File: src/rtl/cpu_pipe_pkg.sv
// cpu_pipe_pkg
//   Shared constants for the CPU inter-stage pipeline registers.
//   - OCC_*       : occupancy encodings of the elastic stage (state encoding)
//   - *_W         : default packed bundle widths of the four stage registers
//   - PERF_CNT_W  : width of the optional performance counters
//   - sat_add     : saturating increment used by the performance counters
package cpu_pipe_pkg;

   localparam logic [1:0] OCC_EMPTY = 2'd0;
   localparam logic [1:0] OCC_ONE   = 2'd1;
   localparam logic [1:0] OCC_FULL  = 2'd2;

   localparam int unsigned IFID_W  = 96;
   localparam int unsigned IDEX_W  = 158;
   localparam int unsigned EXMEM_W = 120;
   localparam int unsigned MEMWB_W = 72;

   localparam int unsigned PERF_CNT_W = 32;

   // Adds a 0..3 increment and sticks at all-ones instead of wrapping.
   function automatic logic [PERF_CNT_W-1:0] sat_add(
      input logic [PERF_CNT_W-1:0] base,
      input logic [1:0]            inc
   );
      logic [PERF_CNT_W:0] sum;
      sum = {1'b0, base} + {{(PERF_CNT_W-1){1'b0}}, inc};
      if (sum[PERF_CNT_W])
         return '1;
      else
         return sum[PERF_CNT_W-1:0];
   endfunction

endpackage

File: src/rtl/pipe_stage_elastic.sv
// pipe_stage_elastic
//   Generic two-entry elastic (main + skid) pipeline register carrying a
//   WIDTH-bit bundle under valid/ready. in_ready is a flop output so a
//   downstream stall never ripples combinationally upstream. Synchronous
//   flush turns all held entries into bubbles; bubble data reads as zero.
//
//   Optional feature macro: PIPE_STAGE_PERF_EN adds stall_cnt/squash_cnt.
//
// Ports
//   clk        in   rising-edge clock
//   reset      in   asynchronous, active-high; clears all state
//   flush      in   synchronous squash of all held entries
//   in_valid   in   upstream presents in_data
//   in_ready   out  stage can accept (registered, == !skid_valid)
//   in_data    in   upstream bundle [WIDTH]
//   out_valid  out  main entry holds a valid bundle
//   out_ready  in   downstream accepts this cycle
//   out_data   out  bundle to next stage [WIDTH]
//   occupancy  out  held entries, 0..2
//   stall_cnt  out  (PIPE_STAGE_PERF_EN) cycles with out_valid & !out_ready
//   squash_cnt out  (PIPE_STAGE_PERF_EN) entries discarded by flush
module pipe_stage_elastic
   import cpu_pipe_pkg::*;
#(
   parameter int unsigned WIDTH       = IDEX_W,
   parameter bit          ZERO_BUBBLE = 1'b1
) (
   input  logic                  clk,
   input  logic                  reset,
   input  logic                  flush,
   input  logic                  in_valid,
   output logic                  in_ready,
   input  logic [WIDTH-1:0]      in_data,
   output logic                  out_valid,
   input  logic                  out_ready,
   output logic [WIDTH-1:0]      out_data,
`ifdef PIPE_STAGE_PERF_EN
   output logic [1:0]            occupancy,
   output logic [PERF_CNT_W-1:0] stall_cnt,
   output logic [PERF_CNT_W-1:0] squash_cnt
`else
   output logic [1:0]            occupancy
`endif
);

   logic [WIDTH-1:0] main_data, skid_data;
   logic             main_valid, skid_valid;

   logic [WIDTH-1:0] main_data_nxt, skid_data_nxt;
   logic             main_valid_nxt, skid_valid_nxt;

   logic             in_fire, out_fire;
   logic [1:0]       occ;

   // skid_valid implies main_valid, so the two flops fully encode the state.
   always_comb begin
      if (!main_valid)
         occ = OCC_EMPTY;
      else if (skid_valid)
         occ = OCC_FULL;
      else
         occ = OCC_ONE;
   end

   assign in_ready  = ~skid_valid;
   assign out_valid = main_valid;
   assign occupancy = occ;
   assign in_fire   = in_valid & in_ready;
   assign out_fire  = main_valid & out_ready;

   assign out_data  = (ZERO_BUBBLE && !main_valid) ? '0 : main_data;

   // in_data is only routed into a register on in_fire, so X on an idle
   // bus never reaches state.
   always_comb begin
      main_data_nxt  = main_data;
      skid_data_nxt  = skid_data;
      main_valid_nxt = main_valid;
      skid_valid_nxt = skid_valid;

      if (flush) begin
         main_data_nxt  = '0;
         skid_data_nxt  = '0;
         main_valid_nxt = 1'b0;
         skid_valid_nxt = 1'b0;
      end else begin
         case (occ)
            OCC_EMPTY: begin
               if (in_fire) begin
                  main_data_nxt  = in_data;
                  main_valid_nxt = 1'b1;
               end
            end
            OCC_ONE: begin
               if (in_fire && out_fire) begin
                  main_data_nxt = in_data;
               end else if (in_fire) begin
                  skid_data_nxt  = in_data;
                  skid_valid_nxt = 1'b1;
               end else if (out_fire) begin
                  main_data_nxt  = '0;
                  main_valid_nxt = 1'b0;
               end
            end
            OCC_FULL: begin
               // in_ready is low here, so only the drain path exists.
               if (out_fire) begin
                  main_data_nxt  = skid_data;
                  skid_data_nxt  = '0;
                  skid_valid_nxt = 1'b0;
               end
            end
            default: begin
               main_data_nxt  = '0;
               skid_data_nxt  = '0;
               main_valid_nxt = 1'b0;
               skid_valid_nxt = 1'b0;
            end
         endcase
      end
   end

   always_ff @(posedge clk or posedge reset) begin
      if (reset) begin
         main_data  <= '0;
         skid_data  <= '0;
         main_valid <= 1'b0;
         skid_valid <= 1'b0;
      end else begin
         main_data  <= main_data_nxt;
         skid_data  <= skid_data_nxt;
         main_valid <= main_valid_nxt;
         skid_valid <= skid_valid_nxt;
      end
   end

`ifdef PIPE_STAGE_PERF_EN
   logic stall;
   assign stall = main_valid & ~out_ready;

   always_ff @(posedge clk or posedge reset) begin
      if (reset) begin
         stall_cnt  <= '0;
         squash_cnt <= '0;
      end else begin
         if (stall)
            stall_cnt <= sat_add(stall_cnt, 2'd1);
         if (flush)
            squash_cnt <= sat_add(squash_cnt, occ);
      end
   end
`endif

endmodule

File: config.mk
export PLATFORM = sky130hd
export DESIGN_NAME = pipe_stage_elastic
export DESIGN_NICKNAME = d
export VERILOG_FILES = /design/src/rtl/cpu_pipe_pkg.sv /design/src/rtl/pipe_stage_elastic.sv
export SDC_FILE = /design/constraint.sdc
export NUM_CORES = 1
export LEC_CHECK = 0
export ABC_AREA = 1
export CAP_MARGIN = 5
export CELL_PAD_IN_SITES_DETAIL_PLACEMENT = 0
export CELL_PAD_IN_SITES_GLOBAL_PLACEMENT = 1
export CORE_MARGIN = 5
export CORE_UTILIZATION = 40
export DETAILED_ROUTE_END_ITERATION = 8
export HOLD_SLACK_MARGIN = 0.1
export PLACE_DENSITY_LB_ADDON = 0.12
export SLEW_MARGIN = 25
export SYNTH_ARGS = -nofsm -noshare
export SYNTH_HDL_FRONTEND = slang
export SYNTH_SLANG_ARGS = --single-unit
File: constraint.sdc
create_clock -name clk -period 33.4 [get_ports clk]
set_clock_uncertainty 0.05 [all_clocks]
set_input_delay 6.68 -clock clk [delete_from_list [all_inputs] [get_ports clk]]
set_output_delay 6.68 -clock clk [all_outputs]
set_load 0.005 [all_outputs]
==> results of run 1 <==
[through the flow]
step	hold slack [ps]	instances	utilization (%)	cell area, µm²	setup slack [ps]
global route	432	3030	52.1	20700	22620
detailed placement	408	2956	48.7	19400	23330
CTS	422	3025	51.8	20600	22760
global placement	403	2953	48.5	19300	23310
finish	418	3030	52.1	20700	22800
floorplan	392	2261	-	16100	17870
[worst max-delay path by stage]
stage / cells after the start / end
after floorplan: 1 / main_data[0]
after global placement: 4 / out_valid
after detailed placement: 4 / out_valid
after CTS: 4 / occupancy[1]
after global routing: 4 / occupancy[1]
final: 4 / occupancy[1]
[cell families (layout without fill, tap and decap cells)]
family / Yosys count / count (layout) / share of synthesized area (%)
AO/OA/AOI/OAI: 3 / 3 / 0.117
buffers and inverters: 337 / 580 / 9.15
flip-flops: 318 / 318 / 49.4
other: 0 / 1 / 0
AND/OR/NAND/NOR: 1603 / 1603 / 41.3
[cell usage after synthesis (2+ instances only)]
cell type,n,area (µm²)
buf_1,8,30.0
buf_2,67,335
buf_4,29,218
buf_6,2,22.5
clkbuf_1,66,248
clkinv_1,2,7.51
dfrtp_1,318,7960
inv_1,160,601
inv_2,3,11.3
nand2_1,1272,4770
nand2_2,4,25.0
nand3_1,160,801
nand3_2,2,20.0
nand4_1,158,988
nor2_1,3,11.3
[registers in the layout, indices dropped and copies added, names as in the netlist]
name,flops
out_valid,1
main_data,158
skid_data,158
skid_valid,1
[metal layers]
metal	up-vias	GRT usage, %	part of all wire (%)
met5	-	0	0.037
met4	2	6.39	2.5
met3	81	3.71	6.2
met2	478	38.2	47
met1	7514	33.6	44
li1	7439	-	-
[power by group]
| part | internal [mW] | leakage, nW | switching, mW | total [mW] |
|---|---|---|---|---|
| combinational | 0.0662 | 6.98 | 0.112 | 0.179 |
| clock | 0.245 | 0.602 | 0.164 | 0.410 |
| sequential | 0.415 | 4.29 | 0.0192 | 0.434 |
[cells in the final DEF (no fill, tap or decap), types with 3 or more instances in the layout]
cell | Yosys | final
clkinv_2 | 0 | 4
buf_4 | 29 | 13
nor2_1 | 3 | 3
clkdlybuf4s50_1 | 0 | 324
dfrtp_1 | 318 | 317
nand3_1 | 160 | 160
clkbuf_1 | 66 | 13
inv_1 | 160 | 159
buf_16 | 0 | 3
nand2_1 | 1272 | 1271
buf_12 | 0 | 4
nand2_2 | 4 | 3
clkbuf_16 | 0 | 39
clkbuf_8 | 0 | 10
nand4_1 | 158 | 158
[worst max-delay path: stages, from the launching register on]
cell and delay, ps:
dfrtp_4 1050, buf_4 890, nand2_1 250, inv_4 420, clkdlybuf4s50_1 600
[final cells by class]
cell class	count	area [µm²]	area share, %
Sequential cell	318	7960	38.4
Multi-Input combinational cell	1606	6720	32.4
Timing Repair Buffer	346	3530	17.0
Clock buffer	62	1160	5.61
Tap cell	525	657	3.17
Inverter	165	637	3.07
Clock inverter	7	66.3	0.320
Antenna cell	1	2.50	0.0121
==> impl_metrics.ini, run 1 <==
[cts]
clock-sinks = 318
htree_num_levels = 2
clk_latency_ps = 530
max-clock-path-buffers = 3
tritoncts = done
ctsResizeCount = 0
cts_made_buffers = 38
cts.clk_slew.worst_paths_ps = 60
hold_buffers = 0
cts_setup_buffers = 0
root_buffer = clkbuf_16

[timing]
setup_viol = 0
fin_setup_tns_ps = 0
hold_viol_final = 0
slew_headroom_pct = 29.4
max_freq_mhz = 94.4
period_minus_slack_ps = 10600
slew_viol_final = 0
worstMarginPinSlew_ps = 1060
post-route-period-util_pct = 31.7
rsz0062_at_grt = no

[min_path]
hold_path.class = reg -> reg
hold_depth = 2
worstHoldEndpoint = skid_data[71]
worstHoldStart = skid_data[71]

[floorplanning]
die_width_um = 211
dieArea_um2 = 44400
initial_core_util_pct = 40.4
fp.coreArea_um2 = 39800
dieHeight_um = 211
ios = 325
rows = 73

[logic_synthesis]
synth_ff_type = dfrtp_1
ys_async_sr_fraction_pct = 100
syn-cell-area_um2 = 16100
synth-seq-area-share_pct = 49.4
synth_nets = 2424
synth_edf_count = 0
avgSynthCellArea_um2 = 7.12
synth_seq_cells = 318
yosysWarnings = 0
ys_types = 22
synthCells = 2261

[drt]
drtPass1Iterations = 7
finalWirelength_um = 54400
first_iter_violations = 1212
vias_per_cell = 5.12
avgRoutedWirePerCell_um = 18.0
ant_nets = 0
route.detailed.drc = 0
route.vias.total = 15500

[critical_path]
reg2reg_depth = 8
r2r_slack_ps = 28810
cp_max_fo = 85
r2r-end = main_data[95]
path_class = reg -> out
startpoint = out_valid
critPathArrivalTime_ps = 3870
critPathRequiredTime_ps = 26670
rr_startpoint = out_valid
critPathLaunchType = flop
worstSetupEndpointType = primary output

[global_routing]
grt_pass1_wl_um = 85600
grt_pass1_vias = 14900
grt_max_degree = 118
antenna_found_initial = 2
overflow = 0
grt_use_total_pct = 23.7

[placement]
place_hpwl_um = 30700
port_buffers = 324
finalWeightedCongestion = 0.771

[finish]
nets = 2638
synthToLayoutAreaGrowth_pct = 28.8
fillCellCount = 3969
layout-drive-gt1-share_pct = 3.79

[power_and_ir_drop]
power_density_nw_per_um2 = 49.3
p_leak_nw = 11.9
vdd_drop_max_mv = 0.0381
p_total_mw = 1.02

[run_status]
status = finished, final reports clean

[run]
cap_violations = 0
(Power assumes the default switching activity.)
==> run 2, diff against run 1 <==
CORE_UTILIZATION = 37   (was 40)
clock period = 10.15 ns   (was 33.4 ns; I/O delays follow)
==> impl_metrics.ini, run 2 (same netlist as run 1, synthesis figures left out) <==
[run_status]
status = finished, final reports clean

[timing]
whs_ps = 417
worstMarginPinSlew_ps = 1050
post-route-period-util_pct = 51.7
slew_viol_final = 0
setup_viol = 0
rsz0062_at_grt = no
max_freq_mhz = 190
fin_setup_tns_ps = 0
slew_headroom_pct = 29.8
period_minus_slack_ps = 5250
hold_viol_final = 0

[floorplanning]
initial_core_util_pct = 37.4
dieHeight_um = 219
die_width_um = 219
rows = 76
dieArea_um2 = 47800
ios = 325
fp.coreArea_um2 = 43100

[finish]
n_antenna_cell = 0
top_regs = main_data x158, skid_data x158
nets = 2636
synthToLayoutAreaGrowth_pct = 29.1
final_cells = 3082
layout_commonest_cell = nand2_1
final_cell_mix = nand2_1, clkdlybuf4s50_1, dfrtp_1
seqCellArea_um2 = 7960
fillCellCount = 4379
layout-drive-gt1-share_pct = 3.84
multi_input_area_um2 = 6710

[power_and_ir_drop]
p_total_mw = 3.40
p_leak_nw = 11.9
power_density_nw_per_um2 = 163
vdd_drop_max_mv = 0.126

[cts]
tritoncts = done
cts.clk_slew.worst_paths_ps = 60
cts_made_buffers = 38
htree_num_levels = 2
max-clock-path-buffers = 3
ctsResizeCount = 0
cts_setup_buffers = 0
clk_latency_ps = 550
clock-sinks = 318
root_buffer = clkbuf_16
hold_buffers = 0

[drt]
route.detailed.drc = 0
first_iter_violations = 1104
drtPass1Iterations = 5
avgRoutedWirePerCell_um = 18.0
route.vias.total = 15400
finalWirelength_um = 55500
ant_nets = 0
vias_per_cell = 4.98

[global_routing]
grt_pass1_wl_um = 87600
grt_pass1_vias = 15100
grt_use_total_pct = 22.9
overflow = 0
grt_max_degree = 155
antenna_found_initial = 0

[placement]
place_hpwl_um = 31400
port_buffers = 324
finalWeightedCongestion = 0.755
place_inst = 3017

[min_path]
hold_depth = 2
hold_path.class = reg -> reg
worstHoldStart = skid_data[121]
worstHoldEndpoint = skid_data[121]

[critical_path]
critPathRequiredTime_ps = 8070
cp_slowest_cell = buf_6
startpoint = out_valid
worst-path-buf-inv = 4
r2r_slack_ps = 6870
r2r-end = main_data[122]
path_class = reg -> out
path_cells = buf_6 > buf_4 > nand2_1 > inv_1 > clkdlybuf4s50_1
rr_startpoint = out_valid
critical-path-top-delay-family = buffers and inverters
critPathArrivalTime_ps = 3170
critPathLaunchType = flop
cp_max_fo = 87
cp_slowest_stage_delay_ps = 630
crit_cells = 5
worstSetupEndpointType = primary output
reg2reg_depth = 7

[run]
cap_violations = 0
run 2: cell type report:
class	count	share of cell area, %
clock buffer	56	5.58
clock inverter	8	0.451
inverter	165	3.04
multi-input combinational	1606	32.3
sequential	318	38.3
tap	585	3.52
timing repair buffer	344	16.8
run 2: per-layer routing:
| layer | track usage, % | wire (µm) | vias up | part of all wire [%] |
|---|---|---|---|---|
| li1 | - | - | 7425 | - |
| met1 | 32.1 | 24900 | 7421 | 45 |
| met2 | 37.0 | 26300 | 450 | 47 |
| met3 | 4.60 | 3440 | 57 | 6.2 |
| met4 | 4.90 | 944 | 0 | 1.7 |
| met5 | 0 | 0 | - | 0 |
run 2: how the worst max path moves through the flow:
| stage | to | slack, ps |
|---|---|---|
| 3_5_place_dp | skid_data[121] | 5180 |
| 5_1_grt | out_data[61] | 4650 |
| 2_1_floorplan | main_data[0] | 3830 |
| 6_report | out_data[72] | 4900 |
| 4_1_cts | out_data[86] | 4590 |
| 3_3_place_gp | skid_data[84] | 5070 |
run 2: stage by stage:
stage | utilization, % | instance area (µm²) | setup slack [ps]
after floorplan | - | 16100 | 3830
after global placement | 45.1 | 19400 | 5070
after detailed placement | 45.3 | 19500 | 5180
after CTS | 48.2 | 20800 | 4590
after global routing | 48.3 | 20800 | 4650
final | 48.3 | 20800 | 4900
run 2: power breakdown:
part,internal [mW],switching (mW)
combinational,0.214,0.374
clock,0.837,0.549
sequential,1.37,0.0593
run 2: tightest hold or removal path, stage by stage, from the launching register on:
cell and delay, ps:
dfrtp_1 340, nand2_1 50, nand2_1 50
